<file path="src/rtl/fpmul_arbiter.sv">
// fpmul_arbiter: round-robin sharing of one FPMUL between NREQ requesters, with
// start sequencing, result return and a sticky watchdog for missing completions.
//
// state | meaning
// COOL  | FPMUL in its clear cycle after reset or a response; never issues
// IDLE  | waiting for a request; round-robin pick and operand latch
// ISSUE | gnt + fpm_start pulse, watchdog cleared
// BUSY  | operands held, waiting for fpm_done or watchdog expiry
// RESP  | rsp_valid pulse to the owning requester
// HALT  | watchdog fault; frozen until Rst
module fpmul_arbiter #(
  parameter int NREQ    = 4,
  parameter int TIMEOUT = 16
) (
  input  logic               Clk,
  input  logic               Rst,
  input  logic [NREQ-1:0]    req,
  input  logic [32*NREQ-1:0] req_a,
  input  logic [32*NREQ-1:0] req_b,
  output logic [NREQ-1:0]    gnt,
  output logic [NREQ-1:0]    rsp_valid,
  output logic [31:0]        rsp_p,
  output logic [5:0]         rsp_flags,
  output logic               rsp_err,
  output logic               busy,
  output logic               fault,
  output logic               fpm_start,
  output logic [31:0]        fpm_a,
  output logic [31:0]        fpm_b,
  input  logic               fpm_done,
  input  logic [31:0]        fpm_p,
  input  logic               fpm_of,
  input  logic               fpm_uf,
  input  logic               fpm_nanf,
  input  logic               fpm_inff,
  input  logic               fpm_dnf,
  input  logic               fpm_zf
);
  localparam int IW = (NREQ > 1) ? $clog2(NREQ) : 1;
  localparam int CW = $clog2(TIMEOUT + 1);
  localparam logic [IW-1:0] LAST_RST = IW'(NREQ - 1);
  localparam logic [CW-1:0] WDOG_MAX = CW'(TIMEOUT);

  typedef enum logic [2:0] {COOL, IDLE, ISSUE, BUSY, RESP, HALT} state_t;

  state_t          state_q, state_d;
  logic [IW-1:0]   cur_q, cur_d;
  logic [IW-1:0]   last_q, last_d;
  logic [31:0]     fpm_a_q, fpm_a_d;
  logic [31:0]     fpm_b_q, fpm_b_d;
  logic [CW-1:0]   wdog_q, wdog_d;
  logic [CW-1:0]   wdog_inc;
  logic [31:0]     rsp_p_q, rsp_p_d;
  logic [5:0]      rsp_flags_q, rsp_flags_d;
  logic            rsp_err_q, rsp_err_d;
  logic            fault_q, fault_d;
  logic [NREQ-1:0] gnt_q, gnt_d;
  logic [NREQ-1:0] rsp_valid_q, rsp_valid_d;
  logic            fpm_start_q, fpm_start_d;
  logic            busy_q, busy_d;

  logic [31:0]     op_a [NREQ];
  logic [31:0]     op_b [NREQ];
  logic            win_found;
  logic [IW-1:0]   win_idx;
  logic [IW-1:0]   probe;

  for (genvar g = 0; g < NREQ; g++) begin : g_unpack
    assign op_a[g] = req_a[32*g +: 32];
    assign op_b[g] = req_b[32*g +: 32];
  end

  // Search begins one past the last winner so every requester gets a turn.
  always_comb begin
    win_found = 1'b0;
    win_idx   = '0;
    probe     = '0;
    for (int i = 1; i <= NREQ; i++) begin
      probe = IW'((int'(last_q) + i) % NREQ);
      if (!win_found && req[probe]) begin
        win_found = 1'b1;
        win_idx   = probe;
      end
    end
  end

  always_comb begin
    state_d     = state_q;
    cur_d       = cur_q;
    last_d      = last_q;
    fpm_a_d     = fpm_a_q;
    fpm_b_d     = fpm_b_q;
    wdog_d      = wdog_q;
    rsp_p_d     = rsp_p_q;
    rsp_flags_d = rsp_flags_q;
    rsp_err_d   = rsp_err_q;
    fault_d     = fault_q;
    wdog_inc    = (wdog_q == WDOG_MAX) ? wdog_q : wdog_q + CW'(1);

    case (state_q)
      COOL: state_d = IDLE;
      IDLE: begin
        if (win_found) begin
          cur_d   = win_idx;
          last_d  = win_idx;
          fpm_a_d = op_a[win_idx];
          fpm_b_d = op_b[win_idx];
          state_d = ISSUE;
        end
      end
      ISSUE: begin
        wdog_d  = '0;
        state_d = BUSY;
      end
      BUSY: begin
        wdog_d = wdog_inc;
        // A completion in the expiry cycle still counts as a good result.
        if (fpm_done) begin
          rsp_p_d     = fpm_p;
          rsp_flags_d = {fpm_of, fpm_uf, fpm_nanf, fpm_inff, fpm_dnf, fpm_zf};
          rsp_err_d   = 1'b0;
          state_d     = RESP;
        end else if (wdog_inc == WDOG_MAX) begin
          rsp_p_d     = '0;
          rsp_flags_d = '0;
          rsp_err_d   = 1'b1;
          fault_d     = 1'b1;
          state_d     = RESP;
        end
      end
      RESP:    state_d = fault_q ? HALT : COOL;
      HALT:    state_d = HALT;
      default: state_d = COOL;
    endcase

    gnt_d       = '0;
    rsp_valid_d = '0;
    if (state_d == ISSUE) gnt_d[cur_d] = 1'b1;
    if (state_d == RESP)  rsp_valid_d[cur_d] = 1'b1;
    fpm_start_d = (state_d == ISSUE);
    busy_d      = (state_d == ISSUE) || (state_d == BUSY) || (state_d == RESP);
  end

  always_ff @(posedge Clk or posedge Rst) begin
    if (Rst) begin
      state_q     <= COOL;
      cur_q       <= '0;
      last_q      <= LAST_RST;
      fpm_a_q     <= '0;
      fpm_b_q     <= '0;
      wdog_q      <= '0;
      rsp_p_q     <= '0;
      rsp_flags_q <= '0;
      rsp_err_q   <= 1'b0;
      fault_q     <= 1'b0;
      gnt_q       <= '0;
      rsp_valid_q <= '0;
      fpm_start_q <= 1'b0;
      busy_q      <= 1'b0;
    end else begin
      state_q     <= state_d;
      cur_q       <= cur_d;
      last_q      <= last_d;
      fpm_a_q     <= fpm_a_d;
      fpm_b_q     <= fpm_b_d;
      wdog_q      <= wdog_d;
      rsp_p_q     <= rsp_p_d;
      rsp_flags_q <= rsp_flags_d;
      rsp_err_q   <= rsp_err_d;
      fault_q     <= fault_d;
      gnt_q       <= gnt_d;
      rsp_valid_q <= rsp_valid_d;
      fpm_start_q <= fpm_start_d;
      busy_q      <= busy_d;
    end
  end

  assign gnt       = gnt_q;
  assign rsp_valid = rsp_valid_q;
  assign rsp_p     = rsp_p_q;
  assign rsp_flags = rsp_flags_q;
  assign rsp_err   = rsp_err_q;
  assign busy      = busy_q;
  assign fault     = fault_q;
  assign fpm_start = fpm_start_q;
  assign fpm_a     = fpm_a_q;
  assign fpm_b     = fpm_b_q;

endmodule
</file>
<file path="config.mk">
export PLATFORM = sky130hd
export DESIGN_NAME = fpmul_arbiter
export DESIGN_NICKNAME = d
export VERILOG_FILES = /design/src/rtl/fpmul_arbiter.sv
export SDC_FILE = /design/constraint.sdc
export NUM_CORES = 1
export LEC_CHECK = 0
export CAP_MARGIN = 10
export CORE_AREA = 4 4 160 162
export DETAILED_ROUTE_END_ITERATION = 8
export DIE_AREA = 0 0 164 166
export MAX_ROUTING_LAYER = met4
export SYNTH_ARGS = -nofsm -noshare
export SYNTH_HDL_FRONTEND = slang
export SYNTH_SLANG_ARGS = --single-unit
</file>
<file path="constraint.sdc">
create_clock -name Clk -period 4.9 [get_ports Clk]
set_clock_uncertainty 0.2 [all_clocks]
set_input_delay 0.49 -clock Clk [delete_from_list [all_inputs] [get_ports Clk]]
set_output_delay 0.49 -clock Clk [all_outputs]
set_load 0.05 [all_outputs]
</file>
==> results by group, run 1 <==
Timing
  • Max Fclk: 351 MHz
  • Unrepaired setup endpoints after global routing: no
  • Final Max Slew Viols: 0
  • Final Hold Vio Count: 0
  • TNS Setup: 0 ns
  • Max-slew headroom: 40.1%
  • Worst-margin pin slew: 0.897 ns
  • Crit path time final: 2.85 ns
  • Setup slack after layout: 2.05 ns
  • Final period util: 58.1%
  • Setup-failing EPs final: 0

Clock tree
  • Bufs on Longest Clock Path: 2
  • Cts hold-fix bufs: 0
  • CTS H-Tree Depth: 4
  • Worst skew pair latency: 0.41 ns
  • Clock sinks: 126
  • Root Buffer: clkbuf_16
  • Setup bufs post-CTS: 0
  • CTS tree: yes
  • Gates resized, CTS repair: 0
  • Inserted Clock Buffers: 17
  • Register clock-pin slew on the reported worst setup and hold paths: 0.06 ns

Floorplanning
  • Core ar.: 24100 um^2
  • Die H: 166 um
  • Core Rows: 57
  • Die Wd: 164 um
  • Initial Utilization: 28.1%
  • Die area: 27200 um^2
  • IO Pins: 415

Worst setup path
  • Setup Crit Path Kind: flip-flop to flip-flop
  • WP data arrival: 2.90 ns
  • CP Max Fanout: 22
  • Crit path cell chain: ha_1, nor2b_1, a211oi_1, nand2_1, nor3_4, buf_4, o31ai_1
  • CP Depth: 7
  • Critical path startpoint: wdog_q[0]
  • CP Launch Type: flip-flop
  • Buf/Inv on CP: 1
  • Reg2reg end: rsp_flags[0]
  • Critical path data required time: 4.95 ns
  • Critical path endpoint category: flip-flop
  • End point of the critical path: rsp_flags[0]
  • FF-to-FF path depth: 7
  • Critical path's top delay family: simple AND/OR/NAND/NOR gates
  • Max stage delay on crit path: 0.71 ns
  • Slack of the worst reg-to-reg path: 2.05 ns
  • Slowest-stage cell, CP: nor3_4
  • R2r startpoint: wdog_q[0]

Yosys
  • Post-synth ARST share: 100%
  • Avg Cell Area, Syn: 10.5 um^2
  • Leading register cell type out of synthesis: dfrtp_1
  • #FFs+latches synth: 126
  • Unique masters post-synth: 49
  • Synth Instances: 649
  • Register area share after synthesis: 46.5%
  • Post-synth net total: 952
  • Mapped cell area: 6780 um^2
  • Synth warn: 0
  • EDFF count, synth: 0

Place
  • GPL Wtd Cong: 0.833
  • Placed cells: 1345
  • Pre-CTS setup slack: 1.91 ns
  • HPWL after DPL: 20100 um
  • IO Port Bufs: 414

Global routing
  • Vias in the first global route: 6939
  • Total GRT Usage: 19.9%
  • Initial antenna violation count: 0
  • Largest net degree at the start of global routing: 71
  • Grt ovf: 0
  • Global-route wire length before repair: 40800 um

Power
  • Clk pwr share: 17.8%
  • Flop pwr share: 23.7%
  • Int Pwr: 4090 uW
  • Leak: 0.00494 uW
  • Max IR drop VDD: 0.306 mV
  • Psw: 3750 uW
  • Pwr Density: 666 nW/um^2
  • Combinational share of power: 58.5%
  • Switching part of the total: 47.8%

Min path
  • Worst min path class: flip-flop to flip-flop

Detailed routing
  • Total number of vias: 6751
  • DR iter-0 viols: 285
  • Vias/cell: 4.90
  • Final wirelength: 27200 um
  • Antenna viol nets, final: 0
  • 1st-pass router iterations: 4
  • Post-DR wirelength/cell: 19.8 um
  • Remaining DRCs: 0

Final layout
  • Layout cells sized above 1: 6.27%
  • Commonest non-fill, non-tap cell in the layout: clkdlybuf4s50_1
  • Area Growth Syn to Fin: 73.7%
  • Non-filler cells, final: 1378
  • Nets: 1343
  • Commonest non-fill, non-tap cells in the layout: clkdlybuf4s50_1, dfrtp_1, mux2i_1

Job
  • Max-cap viol count: 0

Status
  • Status: finished clean
-- cell families after synthesis --
kind of cell             count (synthesis)  share of synthesized area (%)
multiplexers                           100                           14.8
adder cells (fa/ha/maj)                  2                          0.369
AND/OR/NAND/NOR                        127                           8.00
XOR/XNOR                                 1                          0.129
buffers and inverters                  100                           7.47
flip-flops                             126                           46.5
AO/OA/AOI/OAI                          193                           22.8
-- stage by stage --
stage / hold slack, ns / instance area (um^2) / util (%) / power [uW]
4_1_cts: 0.289 / 11800 / 48.9 / 7950
3_3_place_gp: 0.271 / 11100 / 46.2 / 6480
2_1_floorplan: 0.312 / 6780 / - / 4920
3_5_place_dp: 0.274 / 11100 / 46.2 / 6500
5_1_grt: 0.326 / 11800 / 48.9 / 8300
6_report: 0.284 / 11800 / 48.9 / 7840
-- power by group through the flow --
stage / clock (uW) / sequential (uW) / combinational [uW]
6_report: 1390 / 1860 / 4590
5_1_grt: 1490 / 1930 / 4880
4_1_cts: 1440 / 1860 / 4650
3_5_place_dp: 0 / 1860 / 4640
3_3_place_gp: 0 / 1860 / 4620
2_1_floorplan: 0 / 3310 / 1610
-- sequential cells by signal, summed over array words and instances, names as in the netlist --
name,count
busy,1
last_q,2
gnt,4
rsp_flags,6
wdog_q,5
rsp_valid,4
state_q,3
fault,1
fpm_a,32
rsp_err,1
cur_q,2
fpm_start,1
fpm_b,32
rsp_p,32
-- metal layers --
| layer | track usage, % | share of wire, % |
|---|---|---|
| met3 | 4.89 | 7.0 |
| met1 | 23.9 | 40 |
| met5 | - | 0 |
| met4 | 4.56 | 1.8 |
| met2 | 33.8 | 51 |
-- synth_stat cells (all sizes together) (2+ instances only) --
master,count,share of area [%]
a21o,2,0.22
a21oi,5,0.37
a22oi,30,3.3
buf,40,4.1
clkbuf,14,0.77
dfrtp,124,46
dfstp,2,0.77
ha,2,0.37
inv,46,2.5
mux2i,100,15
nand2,90,5.0
nand2b,5,0.46
nand3,2,0.15
nand3b,2,0.22
nor2,13,0.79
nor2b,3,0.28
nor3,7,0.59
o211ai,60,7.4
o21a,2,0.22
o21ai,8,0.59
o221ai,36,4.7
o311a,2,0.30
o31ai,38,4.2
-- worst register-to-register path: cells and delay by family (launching register included) --
family	cells	cell delay [ns]
and+or+nand+nor	3	1.02
DFF	1	0.45
adders and majority gates	1	0.27
AOI/OAI and AO/OA	2	0.35
buffers and inverters	1	0.41
-- layout make-up --
cell class	instances	area [um^2]
Clock inverter	14	205
Timing Repair Buffer	426	4250
Sequential cell	126	3160
Multi-Input combinational cell	423	3150
Clock buffer	18	439
Tap cell	324	405
Fill cell	2374	12300
Inverter	46	178
Antenna cell	1	2.50
-- worst min path at each step --
stage                          from        end  slack (ns)  depth (start not counted)
after floorplan           last_q[0]  last_q[0]        0.31                          2
after global placement     fpm_a[1]   fpm_a[1]        0.27                          2
after detailed placement  fpm_a[27]  fpm_a[27]        0.27                          2
after CTS                 fpm_a[27]  fpm_a[27]        0.29                          2
after global routing      fpm_b[14]  fpm_b[14]        0.33                          2
final                     fpm_a[27]  fpm_a[27]        0.28                          2
Power figures use the tool's default switching activity.
==> run 2: changes to the inputs <==
--- a/config.mk
+++ b/config.mk
@@ -10,6 +10,7 @@
 export DETAILED_ROUTE_END_ITERATION = 8
 export DIE_AREA = 0 0 164 166
 export MAX_ROUTING_LAYER = met4
+export PLACE_DENSITY = 0.66
 export SYNTH_ARGS = -nofsm -noshare
 export SYNTH_HDL_FRONTEND = slang
 export SYNTH_SLANG_ARGS = --single-unit
==> constraint.sdc (replaced) <==
create_clock -name Clk -period 2.4 [get_ports Clk]
set_clock_uncertainty 0.2 [all_clocks]
set_input_delay 0.24 -clock Clk [delete_from_list [all_inputs] [get_ports Clk]]
set_output_delay 0.24 -clock Clk [all_outputs]
set_load 0.05 [all_outputs]
==> results by group, run 2 (synthesis results as in run 1) <==
Timing
  • Final period util: 93.1% (+35 points)
  • Max Fclk: 447 MHz (+27%)
  • Hold Slack: 0.173 ns (-0.111 ns)
  • Unrepaired setup endpoints after global routing: no
  • Crit path time final: 2.24 ns (-0.612 ns)
  • Setup-failing EPs final: 0 (unchanged)
  • Max-slew headroom: 58.8% (+19 points)
  • Worst-margin pin slew: 0.617 ns (-0.280 ns)
  • Final Hold Vio Count: 0 (unchanged)
  • Final Max Slew Viols: 0 (unchanged)

Clock tree
  • Register clock-pin slew on the reported worst setup and hold paths: 0.06 ns (about the same)
  • Cts hold-fix bufs: 1 (+1)
  • Inserted Clock Buffers: 17 (unchanged)
  • Clock sinks: 126 (unchanged)
  • CTS H-Tree Depth: 4 (unchanged)
  • Root Buffer: clkbuf_16
  • Gates resized, CTS repair: 0 (unchanged)
  • Worst skew pair latency: 0.41 ns (about the same)
  • Bufs on Longest Clock Path: 2 (unchanged)
  • CTS tree: yes
  • Setup bufs post-CTS: 0 (unchanged)

Global routing
  • Initial antenna violation count: 0 (unchanged)
  • Total GRT Usage: 19.4% (-0.47 points)
  • Grt ovf: 0 (unchanged)
  • Largest net degree at the start of global routing: 57 (-20%)
  • Global-route wire length before repair: 40400 um (-0.96%)
  • Vias in the first global route: 7127 (+2.7%)

Floorplanning
  • Core ar.: 24100 um^2 (unchanged)
  • Die area: 27200 um^2 (unchanged)
  • Die Wd: 164 um (unchanged)
  • Initial Utilization: 28.1% (unchanged)
  • Die H: 166 um (unchanged)
  • IO Pins: 415 (unchanged)
  • Core Rows: 57 (unchanged)

Final layout
  • Commonest non-fill, non-tap cell in the layout: clkdlybuf4s50_1
  • Area Growth Syn to Fin: 78.2%
  • Fill count: 2312 (-2.6%)
  • Non-filler cells, final: 1400 (+1.6%)
  • Layout cells sized above 1: 8.18% (+1.9 points)
  • # diodes: 0 (-1)
  • Nets: 1366 (+1.7%)
  • Commonest non-fill, non-tap cells in the layout: clkdlybuf4s50_1, dfrtp_1, mux2i_1

Power
  • Max IR drop VDD: 0.579 mV (+89%)
  • Pwr Density: 1330 nW/um^2 (+100%)
  • Leak: 0.00509 uW (+3.0%)

Worst setup path
  • WP data arrival: 2.31 ns (-0.59 ns)
  • Critical path startpoint: last_q[1]
  • Setup Crit Path Kind: flip-flop to flip-flop
  • Buf/Inv on CP: 2 (+1)
  • Critical path data required time: 2.47 ns (-2.48 ns)
  • Critical path endpoint category: flip-flop
  • Crit path cell chain: mux2i_1, o221ai_4, buf_12, buf_12, mux2i_1, o221ai_1
  • R2r startpoint: last_q[1]
  • Slowest-stage cell, CP: dfstp_2
  • Max stage delay on crit path: 0.61 ns (-0.10 ns)
  • CP Max Fanout: 14 (-36%)
  • CP Launch Type: flip-flop
  • Critical path's top delay family: flip-flops

Place
  • Placed cells: 1367 (+1.6%)
  • HPWL after DPL: 20000 um (-0.48%)
  • GPL Wtd Cong: 0.845 (+1.5%)
  • IO Port Bufs: 414 (unchanged)

Min path
  • HP Start: fpm_p[31]
  • Worst min path class: input port to flip-flop

Detailed routing
  • Total number of vias: 6840 (+1.3%)
  • Post-DR wirelength/cell: 18.9 um (-4.2%)
  • Final wirelength: 26500 um (-2.7%)
  • DR iter-0 viols: 320 (+12%)
  • Antenna viol nets, final: 0 (unchanged)
  • Vias/cell: 4.89 (-0.27%)
  • 1st-pass router iterations: 4 (unchanged)
  • Remaining DRCs: 0 (unchanged)

Status
  • Status: finished clean

Job
  • Max-cap viol count: 0 (unchanged)
-- run 2: cell count changes in the layout (fill, tap and decap cells not counted) --
cell | before | now
inv_6 | 5 | 4
dlygate4sd3_1 | 0 | 1
diode_2 | 1 | 0
buf_12 | 1 | 18
clkinv_2 | 0 | 4
clkbuf_8 | 1 | 0
inv_8 | 0 | 1
clkinv_4 | 4 | 3
bufinv_16 | 4 | 1
clkinvlp_4 | 2 | 3
buf_4 | 11 | 16
-- run 2: power breakdown --
group          switching, uW  total [uW]  internal, uW  leakage, uW
Clock                   1090        2530          1440     0.000276
Combinational           6000        9800          3800      0.00325
Sequential               609        3750          3140      0.00157
-- run 2: per-layer routing --
layer | vias to the layer above | global-route usage, % | share of wire (%)
met5 | - | - | 0
met4 | 0 | 4.85 | 1.9
met3 | 31 | 4.49 | 6.3
met2 | 275 | 32.0 | 50
met1 | 3283 | 24.1 | 42
li1 | 3251 | - | -
-- run 2: layout make-up --
cell class,count,area [um^2],share of cell area [%]
Sequential cell,126,3160,26.1
Clock buffer,17,425,3.52
Clock inverter,15,138,1.14
Multi-Input combinational cell,423,3150,26.1
Inverter,46,176,1.46
Timing Repair Buffer,449,4630,38.3
Tap cell,324,405,3.35
-- run 2: worst paths after layout --
kind,end,slack (ns),cells after the start
min in group asynchronous,rsp_valid[2],0.57,3
setup / recovery,fpm_a[27],0.16,6
setup reg to reg,fpm_a[27],0.16,6
hold reg to reg,fpm_a[22],0.29,2
hold / removal,rsp_p[31],0.17,3
max in group asynchronous,last_q[1],0.72,4
-- run 2: per-stage QoR --
stage	util, %	worst slack, ns	power [uW]	setup TNS [ns]	instance area (um^2)
floorplan	-	0.405	10000	0	6790
global placement	47.8	0.0205	13600	0	11500
detailed placement	47.8	-0.0330	13700	-0.0330	11500
CTS	50.1	0.165	16300	0	12100
global route	50.1	0.101	17000	0	12100
finish	50.1	0.165	16100	0	12100
-- run 2: worst reg2reg max path: stages, from the launching register on --
cell	delay, ns
dfstp_2	0.61
mux2i_1	0.37
o221ai_4	0.17
buf_12	0.18
buf_12	0.17
mux2i_1	0.23
o221ai_1	0.17
==> run 3: changes to the inputs <==
--- a/config.mk
+++ b/config.mk
@@ -7,6 +7,7 @@
 export LEC_CHECK = 0
 export CAP_MARGIN = 10
 export CORE_AREA = 4 4 160 162
+export CTS_CLUSTER_SIZE = 40
 export DETAILED_ROUTE_END_ITERATION = 8
 export DIE_AREA = 0 0 164 166
 export MAX_ROUTING_LAYER = met4
==> results of run 3 <==
Final layout, timing and power as in run 2 (identical DEF).
